<file path="config.mk">
export PLATFORM = sky130hd
export DESIGN_NAME = frac_div_ctrl
export DESIGN_NICKNAME = d
export VERILOG_FILES = /design/src/rtl/frac_div_ctrl.sv
export SDC_FILE = /design/constraint.sdc
export NUM_CORES = 1
export LEC_CHECK = 0
export CORE_UTILIZATION = 49
export CTS_BUF_LIST = sky130_fd_sc_hd__clkbuf_4
export DETAILED_ROUTE_END_ITERATION = 8
export MAX_ROUTING_LAYER = met4
export PLACE_DENSITY_LB_ADDON = 0.05
export SLEW_MARGIN = 5
export SYNTH_ARGS = -nofsm -noshare
export SYNTH_HDL_FRONTEND = slang
export SYNTH_SLANG_ARGS = --single-unit
</file>
<file path="constraint.sdc">
create_clock -name clk -period 3.5 [get_ports clk]
set_clock_uncertainty 0.1 [all_clocks]
set_input_delay 0.7 -clock clk [delete_from_list [all_inputs] [get_ports clk]]
set_output_delay 0.7 -clock clk [all_outputs]
set_load 0.02 [all_outputs]
</file>
<file path="src/rtl/frac_div_ctrl.sv">
// rtl/frac_div_ctrl.sv - fractional clock-enable generator with period-aligned ratio reconfiguration
module frac_div_ctrl #(
    parameter int W = 8
) (
    input  logic         clk,
    input  logic         nrst,
    input  logic         en,
    input  logic         cfg_valid,
    input  logic [W-1:0] cfg_num,
    input  logic [W-1:0] cfg_den,
    output logic         cfg_ready,
    output logic         tick,
    output logic         busy,
    output logic         err,
    output logic [W-1:0] phase
);

    typedef enum logic [1:0] {
        S_IDLE = 2'd0,
        S_RUN  = 2'd1,
        S_PEND = 2'd2
    } state_t;

    state_t       r_state, w_state_nx;
    logic [W-1:0] r_acc, w_acc_nx;
    logic [W-1:0] r_cnt, w_cnt_nx;
    logic [W-1:0] r_num, w_num_nx;
    logic [W-1:0] r_den, w_den_nx;
    logic [W-1:0] r_sh_num, w_sh_num_nx;
    logic [W-1:0] r_sh_den, w_sh_den_nx;
    logic         r_loaded, w_loaded_nx;
    logic         r_tick, w_tick_nx;
    logic         r_err, w_err_nx;

    logic [W:0]   w_sum;
    logic         w_hit;
    logic [W-1:0] w_acc_step;
    logic         w_period_end;
    logic [W-1:0] w_cnt_step;
    logic         w_cfg_take;
    logic         w_cfg_ok;

    // A pending shadow ratio blocks further offers until it is committed.
    assign cfg_ready = (r_state != S_PEND);
    assign busy      = (r_state != S_IDLE);
    assign phase     = r_cnt;
    assign tick      = r_tick;
    assign err       = r_err;

    assign w_cfg_take = cfg_valid && cfg_ready;
    assign w_cfg_ok   = (cfg_num != '0) && (cfg_num <= cfg_den);

    // One accumulator step under the active ratio; the sum is one bit wider so it cannot wrap.
    always_comb begin
        w_sum        = {1'b0, r_acc} + {1'b0, r_num};
        w_hit        = (w_sum >= {1'b0, r_den});
        w_acc_step   = w_hit ? W'(w_sum - {1'b0, r_den}) : w_sum[W-1:0];
        w_period_end = (r_cnt == (r_den - 1'b1));
        w_cnt_step   = w_period_end ? '0 : (r_cnt + 1'b1);
    end

    // Next-state and datapath decisions; everything holds unless a branch says otherwise.
    always_comb begin
        w_state_nx  = r_state;
        w_acc_nx    = r_acc;
        w_cnt_nx    = r_cnt;
        w_num_nx    = r_num;
        w_den_nx    = r_den;
        w_sh_num_nx = r_sh_num;
        w_sh_den_nx = r_sh_den;
        w_loaded_nx = r_loaded;
        w_tick_nx   = 1'b0;
        w_err_nx    = w_cfg_take && !w_cfg_ok;

        case (r_state)
            S_IDLE: begin
                // A config on the same edge as en wins; RUN starts one edge later.
                if (w_cfg_take && w_cfg_ok) begin
                    w_num_nx    = cfg_num;
                    w_den_nx    = cfg_den;
                    w_loaded_nx = 1'b1;
                end else if (en && r_loaded) begin
                    w_state_nx = S_RUN;
                    w_acc_nx   = '0;
                    w_cnt_nx   = '0;
                end
            end
            S_RUN: begin
                if (!en) begin
                    w_state_nx = S_IDLE;
                    w_acc_nx   = '0;
                    w_cnt_nx   = '0;
                    // A ratio offered while stopping goes straight to active.
                    if (w_cfg_take && w_cfg_ok) begin
                        w_num_nx = cfg_num;
                        w_den_nx = cfg_den;
                    end
                end else begin
                    w_tick_nx = w_hit;
                    w_acc_nx  = w_acc_step;
                    w_cnt_nx  = w_cnt_step;
                    if (w_cfg_take && w_cfg_ok) begin
                        w_sh_num_nx = cfg_num;
                        w_sh_den_nx = cfg_den;
                        w_state_nx  = S_PEND;
                    end
                end
            end
            S_PEND: begin
                if (!en) begin
                    // Stop immediately but keep the waiting ratio.
                    w_state_nx = S_IDLE;
                    w_acc_nx   = '0;
                    w_cnt_nx   = '0;
                    w_num_nx   = r_sh_num;
                    w_den_nx   = r_sh_den;
                end else begin
                    w_tick_nx = w_hit;
                    if (w_period_end) begin
                        w_num_nx   = r_sh_num;
                        w_den_nx   = r_sh_den;
                        w_acc_nx   = '0;
                        w_cnt_nx   = '0;
                        w_state_nx = S_RUN;
                    end else begin
                        w_acc_nx = w_acc_step;
                        w_cnt_nx = w_cnt_step;
                    end
                end
            end
            default: begin
                w_state_nx = S_IDLE;
                w_acc_nx   = '0;
                w_cnt_nx   = '0;
            end
        endcase
    end

    // State and datapath registers with asynchronous reset.
    always_ff @(posedge clk or negedge nrst) begin
        if (!nrst) begin
            r_state  <= S_IDLE;
            r_acc    <= '0;
            r_cnt    <= '0;
            r_num    <= '0;
            r_den    <= '0;
            r_sh_num <= '0;
            r_sh_den <= '0;
            r_loaded <= 1'b0;
            r_tick   <= 1'b0;
            r_err    <= 1'b0;
        end else begin
            r_state  <= w_state_nx;
            r_acc    <= w_acc_nx;
            r_cnt    <= w_cnt_nx;
            r_num    <= w_num_nx;
            r_den    <= w_den_nx;
            r_sh_num <= w_sh_num_nx;
            r_sh_den <= w_sh_den_nx;
            r_loaded <= w_loaded_nx;
            r_tick   <= w_tick_nx;
            r_err    <= w_err_nx;
        end
    end

endmodule
</file>
## After elaboration in Yosys (flattened, before gate mapping)

Index checks and enable logic that the tools add are counted.

- Add/subtract/negate cells: 4
- $lt $le $gt $ge: 2
- Equal/unequal tests: 9
- Mux-type cells: 31
- Reductions and logical operators: 16

Operators with widths:

| operator | count |
|---|---|
| $mux W8 | 18 |
| $pmux W8 S3 | 4 |
| $mux W2 | 6 |
| $add A8 B8 Y9 | 1 |
| $ge A9 B8 Y1 | 1 |
| $add A8 B1 Y8 const B | 1 |
| $eq A8 B8 Y1 | 1 |
| $le A8 B8 Y1 | 1 |
| $ne A2 B2 Y1 const B | 4 |
| $reduce_bool A8 Y1 | 1 |
| $sub A8 B1 Y8 const B | 1 |
| $sub A8 B8 Y8 | 1 |
| $ne A3 B3 Y1 const B | 2 |
| $pmux W2 S3 | 1 |
| $reduce_and A3 Y1 | 2 |
| $logic_and A1 B1 Y1 | 5 |
| $reduce_and A2 Y1 | 2 |
| $reduce_and A4 Y1 | 1 |
| $reduce_bool A3 Y1 | 1 |
| $eq A2 B1 Y1 const B | 1 |
| $eq A2 B2 Y1 const B | 1 |
| $logic_not A2 Y1 | 1 |
| $mux W1 | 2 |
| $reduce_bool A2 Y1 | 1 |
| 2 further kinds | 2 |

- Bits in registers: 53
- Bits of input ports: 20
- Output and inout port bits: 12
- Logic and storage cells: 72

## Longest topological paths before layout

Gate-level depths: netlist of run 1.

- Depth in word-level cells: 6
- Gate-level depth with buffers: 15
- Depth with buffers taken out: 14

## Worst setup path before layout of run 1

Ideal clock, no wire load.

- Kind: register to register
- From: reg r_acc[0]
- To: reg r_acc[2]
- Setup time: 0.085 ns
- Arrival: 2.988 ns
- Data required time: 3.315 ns
- Path slack: 0.328 ns
- Cell stages (with the launch flop): 16
- Buffers on the path: 1
- Period minus slack after synthesis: 3.172 ns
- Path through: dfrtp_1 ha_1 fa_1 a211oi_1 o21bai_1 a21oi_1 xnor2_1 ha_1 nand4_1 a21oi_1 o31ai_1 nand2_1 clkbuf_1 o21ai_0 o21ai_0 o21ai_0

- Cells in the longest elaborated chain, start to end: 6
- Elaborated cells on any way between the ends: 8
- Classes of those cells: add/sub (2); order compare (1); mux (5)

RTL lines:

| element | RTL line | source |
|---|---|---|
| from (decl) | 25 | `logic [W-1:0] r_acc, w_acc_nx;` |
| from (signal assigned) | 154 | `r_acc <= w_acc_nx;` |
| $add A8 B8 Y9 * | 55 | `w_sum = {1'b0, r_acc} + {1'b0, r_num};` |
| $sub A8 B8 Y8 / $ge A9 B8 Y1 (equally long branches) | 57, 56 |  |
| $mux W8 * | 57 | `w_acc_step = w_hit ? W'(w_sum - {1'b0, r_den}) : w_sum[W-1:0];` |
| $mux W8 | 119 | `if (w_period_end) begin` |
| $mux W8 | 110 | `if (!en) begin` |
| $pmux W8 S3 * | 75 | `case (r_state)` |

Mark *: on every way between the ends. The rest lies on a longest branch, timed or not.
A chain may end at the register's enable or synchronous reset.

## Final worst setup path of run 1

- From: reg r_num[0]
- To: reg r_acc[3]

- Cells in the longest elaborated chain, start to end: 6
- Elaborated cells on any way between the ends: 8
- Classes of those cells: add/sub (2); order compare (1); mux (5)

RTL lines:

| element | RTL line | source |
|---|---|---|
| from (decl) | 27 | `logic [W-1:0] r_num, w_num_nx;` |
| from (signal assigned) | 156 | `r_num <= w_num_nx;` |
| $add A8 B8 Y9 * | 55 |  |
| $sub A8 B8 Y8 / $ge A9 B8 Y1 (equally long branches) | 57, 56 |  |
| $mux W8 * | 57 |  |
| $mux W8 | 119 |  |
| $mux W8 | 110 |  |
| $pmux W8 S3 * | 75 |  |

Marks and branches as above.

==> results by group, run 1 <==
STA
  • Final worst-path cycle share: 0.9530
  • Final Hold Fails: 0
  • Setup violators final: 0
  • Worst slew margin: 0.3959
  • WHS: 0.3166 ns
  • Final Slew Violations: 0
  • Least-Margin Pin Slew: 0.9062 ns
  • Fin crit period: 3.336 ns
  • FMAX: 299.8 MHz

Clock network
  • Worst skew pair latency: 0.38 ns
  • CTS Buf Count: 5
  • Clock Tree Buf Depth: 2
  • TritonCTS clock tree: done
  • Worst-path clk slew: 0.17 ns
  • H-tree depth: 2
  • Root Buffer: clkbuf_4
  • Clock sink count: 53

Routing
  • Routed len/inst: 16.35 um
  • Final wirelength: 8337 um
  • Drt drc: 0
  • Met3 WL: 326 um
  • Post-DRT Antenna Nets: 0
  • DRT Pass-1 Iters: 4
  • Iter 0 DRT Violations: 134
  • Top sig layer: met4
  • Met1 Wirelength: 3985 um
  • Met2 wire len: 3935 um
  • Via count: 2872
  • Post-DR vias/cell: 5.631

Setup path
  • CP cell instances: ha_2 -> fa_2 -> a211oi_2 -> o21bai_1 -> a21oi_1 -> xnor2_1 -> ha_1 -> nand4_1 -> a21oi_1 -> o31ai_2 -> buf_4 -> nand2_2 -> nand2_1 -> o21ai_0 -> o21ai_0
  • RR Startpoint: r_num[0]
  • Critical path startpoint category: flop
  • R2r setup slk: 0.16 ns
  • CP Capture Type: flop
  • Critical path type: flop to flop
  • Critical Path AT: 3.56 ns
  • Worst path top cell family by delay: compound AO/OA/AOI/OAI gates
  • Levels on crit path: 15
  • Worst path required time: 3.72 ns
  • Crit path to: r_acc[3]
  • Slowest CP cell: dfrtp_1
  • CP startpoint: r_num[0]
  • Crit Path Max Fanout: 6
  • Worst reg2reg path depth: 15
  • Worst path bufs/invs: 1
  • R2r endpoint: r_acc[3]
  • Worst path max stage delay: 0.43 ns

Synthesis
  • Dominant cell type by area after synthesis: dfrtp_1
  • Library cells used by synthesis: 50
  • Post-synth EDFFs: 0
  • Ys async rst share: 1.000
  • Main synth FF type: dfrtp_1
  • Post-Syn Area: 3577 um^2
  • Top post-synthesis cells by area: dfrtp_1 37%, ha_1 10%, mux2_2 6.9%, mux2i_1 5.3%, o21ai_0 5.3%
  • Syn. warnings: 0
  • Synth Register Bits: 53
  • Post-synth top area share: 0.3708
  • Cells after Synth: 367
  • Post-synthesis sequential area ratio: 0.3708
  • Post-Syn Nets: 419
  • Mean Syn Cell Area: 9.747 um^2

Global route
  • All-Layer GR Usage: 0.2492
  • Gr ovfl total: 0
  • Vias in the first global route: 2880
  • Initial antenna violation count: 0
  • Largest net degree at the start of global routing: 38
  • First-pass GRT wire length: 14060 um

Cells and area
  • N_diodes: 0
  • Highest-count cells in the layout ignoring fill and taps: 53 x dfrtp_1, 33 x nand2_1, 31 x o21ai_0
  • Final non-filler cell total: 510
  • Layout cells sized above 1: 0.1570
  • Post-layout util: 0.6072
  • Commonest non-fill, non-tap cell in the layout: dfrtp_1
  • Layout area overhead: 17.24%
  • Finished Cell Area: 4194 um^2
  • Fin nets: 465

Floorplan
  • Core area: 6907 um^2
  • Chip height: 87.44 um
  • Top-Level Pins: 32
  • Die width: 87.44 um
  • Initial core utilization: 0.5179
  • Row cnt: 30
  • Die area: 7646 um^2

Power and ir drop
  • Worst VDD drop: 348.4 uV
  • Design Power: 3678 uW
  • Static leakage: 0.001883 uW
  • P per Cell Area: 876.8 nW/um^2

Placement
  • RePlAce Congestion: 0.8469
  • DP Cell Count: 498
  • Port Buf Inserts: 31
  • DP Area: 4059 um^2
  • DPL Wire Length: 6329 um

Flow run
  • Max-capacitance violation count: 0

Worst hold path
  • Hold Path Class: input port to asynchronous set/reset pin

Outcome
  • Outcome: finished clean
synthesized netlist by cell type (3+ instances only):
master	count
nand4_1	5
o21ai_0	38
mux2_2	22
a21oi_1	16
nor4_1	4
nor2_1	13
a21o_1	6
xnor2_1	10
and3_1	6
nand3_1	9
xor2_1	7
clkbuf_1	7
nand2_1	34
dfrtp_1	53
nor3_1	7
o211ai_1	3
nor2b_1	8
inv_1	24
mux2i_1	19
o2111a_1	3
nand2b_1	3
a211oi_1	3
ha_1	30
registers in the layout, indices dropped and copies added, names as in the netlist:
signal,cells
r_sh_num,8
r_acc,8
r_sh_den,8
r_den,8
r_loaded,1
tick,1
r_state,2
r_num,8
phase,8
err,1
worst register-to-register path, delay by kind of cell (launching register included):
family | cells | cell delay (ns)
compound gates | 7 | 1.13
xor+xnor | 1 | 0.19
fa+ha+maj | 3 | 0.90
buf+inv | 1 | 0.18
flops | 1 | 0.43
simple gates | 3 | 0.34
area by class of cell:
type	count	area (um^2)
Clock buffer	6	45.04
Sequential cell	53	1326
Timing Repair Buffer	48	445.4
Inverter	24	90.09
Tap cell	96	120.1
Fill cell	625	2713
Clock inverter	2	13.76
Multi-Input combinational cell	281	2153
where the power goes:
part	switching [uW]	leakage, uW	internal (uW)	total [uW]
clock	212	0.0000360	88.8	301
combinational	1320	0.00118	1060	2370
sequential	172	0.000665	832	1000
metrics by stage:
step,setup WS [ns],setup TNS (ns)
2_1_floorplan,0.3276,0
3_3_place_gp,0.01620,0
3_5_place_dp,-0.05316,-0.2093
4_1_cts,0.003600,0
5_1_grt,-0.03515,-0.1204
6_report,0.1644,0
metal layers:
layer / global-route usage / vias up
li1: - / 1413
met1: 0.3309 / 1381
met2: 0.4034 / 69
met3: 0.03602 / 9
met4: 0.05812 / 0
met5: - / -
kinds of logic after synthesis:
family / Yosys count / share of synthesized area
simple gates: 99 / 0.1385
xor+xnor: 17 / 0.04162
flops: 53 / 0.3708
buf+inv: 34 / 0.04232
compound gates: 89 / 0.1619
mux: 43 / 0.1287
fa+ha+maj: 32 / 0.1161
worst min-delay path by stage:
stage / startpoint / endpoint / depth (start not counted)
final: nrst / r_acc[6] / 1
after global routing: nrst / r_den[5] / 1
after CTS: nrst / r_den[5] / 1
after detailed placement: r_loaded / r_loaded / 1
after global placement: r_loaded / r_loaded / 1
after floorplan: nrst / err / 0
repair_timing:
item / 4_1_cts / 5_1_grt
setup endpoints to repair: 8 / 9
gates resized for setup: 2 / 17
gates cloned: 1 / 0
hold buffers: 0 / 0
pin swaps: 1 / 7
setup buffers: 0 / 3
No activity file was read; power rests on OpenSTA's default activity.
==> run 2: changes to the inputs <==
Settings changed: SKIP_CTS_REPAIR_TIMING set to 1.
==> run 2 against run 1 <==
  * Clock power about the same
  * Utilization up 0.073 points
  * Power rose by 0.26%
  * Global-route usage fell by 0.29 points
  * Hold slack better by 0.0043 ns
  * Critical path type unchanged
  * Critical endpoint is now tick
  * Largest cell class unchanged
  * Highest routed layer unchanged
==> results by group, run 2 (synthesized netlist as in run 1, its figures left out) <==
Power and ir drop
  • P per Cell Area: 878.1 nW/um^2 (+0.14%)
  • Int Pwr: 2008 uW (+1.5%)
  • Worst VDD drop: 348.0 uV (-0.11%)
  • Sw Share: 0.4555 (-0.006876)
  • Sequential share of power: 0.272 (about the same)
  • Switch Pwr: 1680 uW (-1.2%)
  • Combinational share of power: 0.646 (about the same)
  • Static leakage: 0.001894 uW (+0.56%)
  • Design Power: 3687 uW (+0.26%)
  • Clock share of power: 0.081 (about the same)

Setup path
  • RR Startpoint: r_num[0]
  • R2r setup slk: 0.1 ns (-0.07 ns)
  • Crit Path Max Fanout: 6 (unchanged)
  • Critical path startpoint category: flop
  • Worst reg2reg path depth: 13 (-2)
  • CP Capture Type: flop
  • Critical path type: flop to flop
  • Critical Path AT: 3.58 ns (+0.02 ns)
  • Worst path required time: 3.68 ns (-0.04 ns)
  • R2r endpoint: tick

Cells and area
  • Number of fill cells in the layout: 627 (+0.32%)
  • Layout cells sized above 1: 0.1538 (-0.003159)
  • N_diodes: 0 (unchanged)
  • Register Area: 1326 um^2 (unchanged)
  • Final non-filler cell total: 512 (+0.39%)
  • Layout area overhead: 17.38%
  • Area of the multi-input gates: 2143 um^2 (-0.46%)
  • Commonest non-fill, non-tap cell in the layout: dfrtp_1
  • Fin nets: 467 (+0.43%)
  • Highest-count cells in the layout ignoring fill and taps: 53 x dfrtp_1, 36 x o21ai_0, 34 x nand2_1

Floorplan
  • Chip height: 87.44 um (unchanged)
  • Core area: 6907 um^2 (unchanged)
  • Initial core utilization: 0.5179 (unchanged)
  • Die width: 87.44 um (unchanged)
  • Row cnt: 30 (unchanged)
  • Die area: 7646 um^2 (unchanged)
  • Top-Level Pins: 32 (unchanged)

STA
  • Final Slew Violations: 0 (unchanged)
  • WHS: 0.3209 ns (+0.004271 ns)
  • Least-Margin Pin Slew: 0.9116 ns (+0.005430 ns)
  • Setup violators final: 0 (unchanged)
  • Worst slew margin: 0.3923 (-0.003621)
  • Final worst-path cycle share: 0.9716 (+0.01861)
  • Fin crit period: 3.401 ns (+0.06512 ns)
  • FMAX: 294.1 MHz (-1.9%)
  • Final Hold Fails: 0 (unchanged)

Worst hold path
  • Hold Path Class: input port to asynchronous set/reset pin

Routing
  • Post-DRT Antenna Nets: 0 (unchanged)
  • DRT Pass-1 Iters: 4 (unchanged)
  • Via count: 2860 (-0.42%)
  • Drt drc: 0 (unchanged)
  • Final wirelength: 8374 um (+0.44%)
  • Routed len/inst: 16.36 um (about the same)
  • Iter 0 DRT Violations: 104 (-22%)
  • Post-DR vias/cell: 5.586 (-0.81%)

Clock network
  • CTS Buf Count: 5 (unchanged)
  • Clock Tree Buf Depth: 2 (unchanged)
  • Root Buffer: clkbuf_4
  • H-tree depth: 2 (unchanged)
  • TritonCTS clock tree: done
  • Worst-path clk slew: 0.17 ns (about the same)
  • Clock sink count: 53 (unchanged)
  • Worst skew pair latency: 0.39 ns (about the same)

Global route
  • First-pass GRT wire length: 13880 um (-1.3%)
  • Largest net degree at the start of global routing: 38 (unchanged)
  • Initial antenna violation count: 0 (unchanged)
  • Gr ovfl total: 0 (unchanged)
  • Vias in the first global route: 2865 (-0.52%)
  • All-Layer GR Usage: 0.2463 (-0.002917)

Placement
  • DP Cell Count: 498 (unchanged)
  • Port Buf Inserts: 31 (unchanged)
  • DPL Wire Length: 6329 um (unchanged)
  • RePlAce Congestion: 0.8469 (unchanged)

Outcome
  • Outcome: finished clean

Flow run
  • Max-capacitance violation count: 0 (unchanged)
run 2: final cells by class:
cell class / instances / share of cell area
inverters: 24 / 0.02145
multi-input cells: 281 / 0.5104
flip-flops and latches: 53 / 0.3159
clock inverters: 2 / 0.003278
clock buffers: 6 / 0.01073
well taps: 96 / 0.02861
repair buffers: 50 / 0.1097
run 2: through the flow:
step	area, um^2	utilization	worst slack (ns)	setup TNS (ns)
after detailed placement	4059	0.5877	-0.05316	-0.2093
after global routing	4199	0.6080	-0.05444	-0.2260
after floorplan	3577	-	0.3276	0
after global placement	4059	0.5877	0.01620	0
final	4199	0.6080	0.09929	0
after CTS	4118	0.5962	-0.1231	-0.6655
run 2: how the worst max path moves through the flow:
| stage | startpoint | to | slack, ns | cells after the start |
|---|---|---|---|---|
| 5_1_grt | r_acc[1] | r_acc[6] | -0.05 | 14 |
| 3_3_place_gp | r_acc[0] | r_acc[5] | 0.02 | 13 |
| 2_1_floorplan | r_acc[0] | r_acc[2] | 0.33 | 15 |
| 6_report | r_num[0] | tick | 0.1 | 13 |
| 3_5_place_dp | r_acc[0] | r_acc[5] | -0.05 | 13 |
| 4_1_cts | r_num[0] | r_acc[2] | -0.12 | 14 |
run 2: power by group through the flow:
stage / registers [uW] / logic [uW] / clock network, uW
final: 1000 / 2380 / 300
after global routing: 1040 / 2620 / 333
after CTS: 1010 / 2150 / 309
after detailed placement: 1020 / 2130 / 0
after global placement: 1010 / 2070 / 0
after floorplan: 983 / 1620 / 0
run 2: per-layer routing:
layer | vias up | global-route usage | part of all wire
met5 | - | - | 0
met4 | 0 | 0.06259 | 0.013
li1 | 1415 | - | -
met3 | 10 | 0.03602 | 0.029
met2 | 49 | 0.3935 | 0.47
met1 | 1386 | 0.3291 | 0.49
run 2: critical path, cell delays in order, from the launching register on:
cell and delay, ns:
dfrtp_1 0.43, ha_2 0.20, fa_2 0.39, a211oi_2 0.21, o21bai_1 0.10, a21oi_1 0.17, xnor2_1 0.20, ha_1 0.31
nand4_1 0.12, a21oi_1 0.09, o31ai_2 0.37, nand2_1 0.22, buf_4 0.19, and3_1 0.18
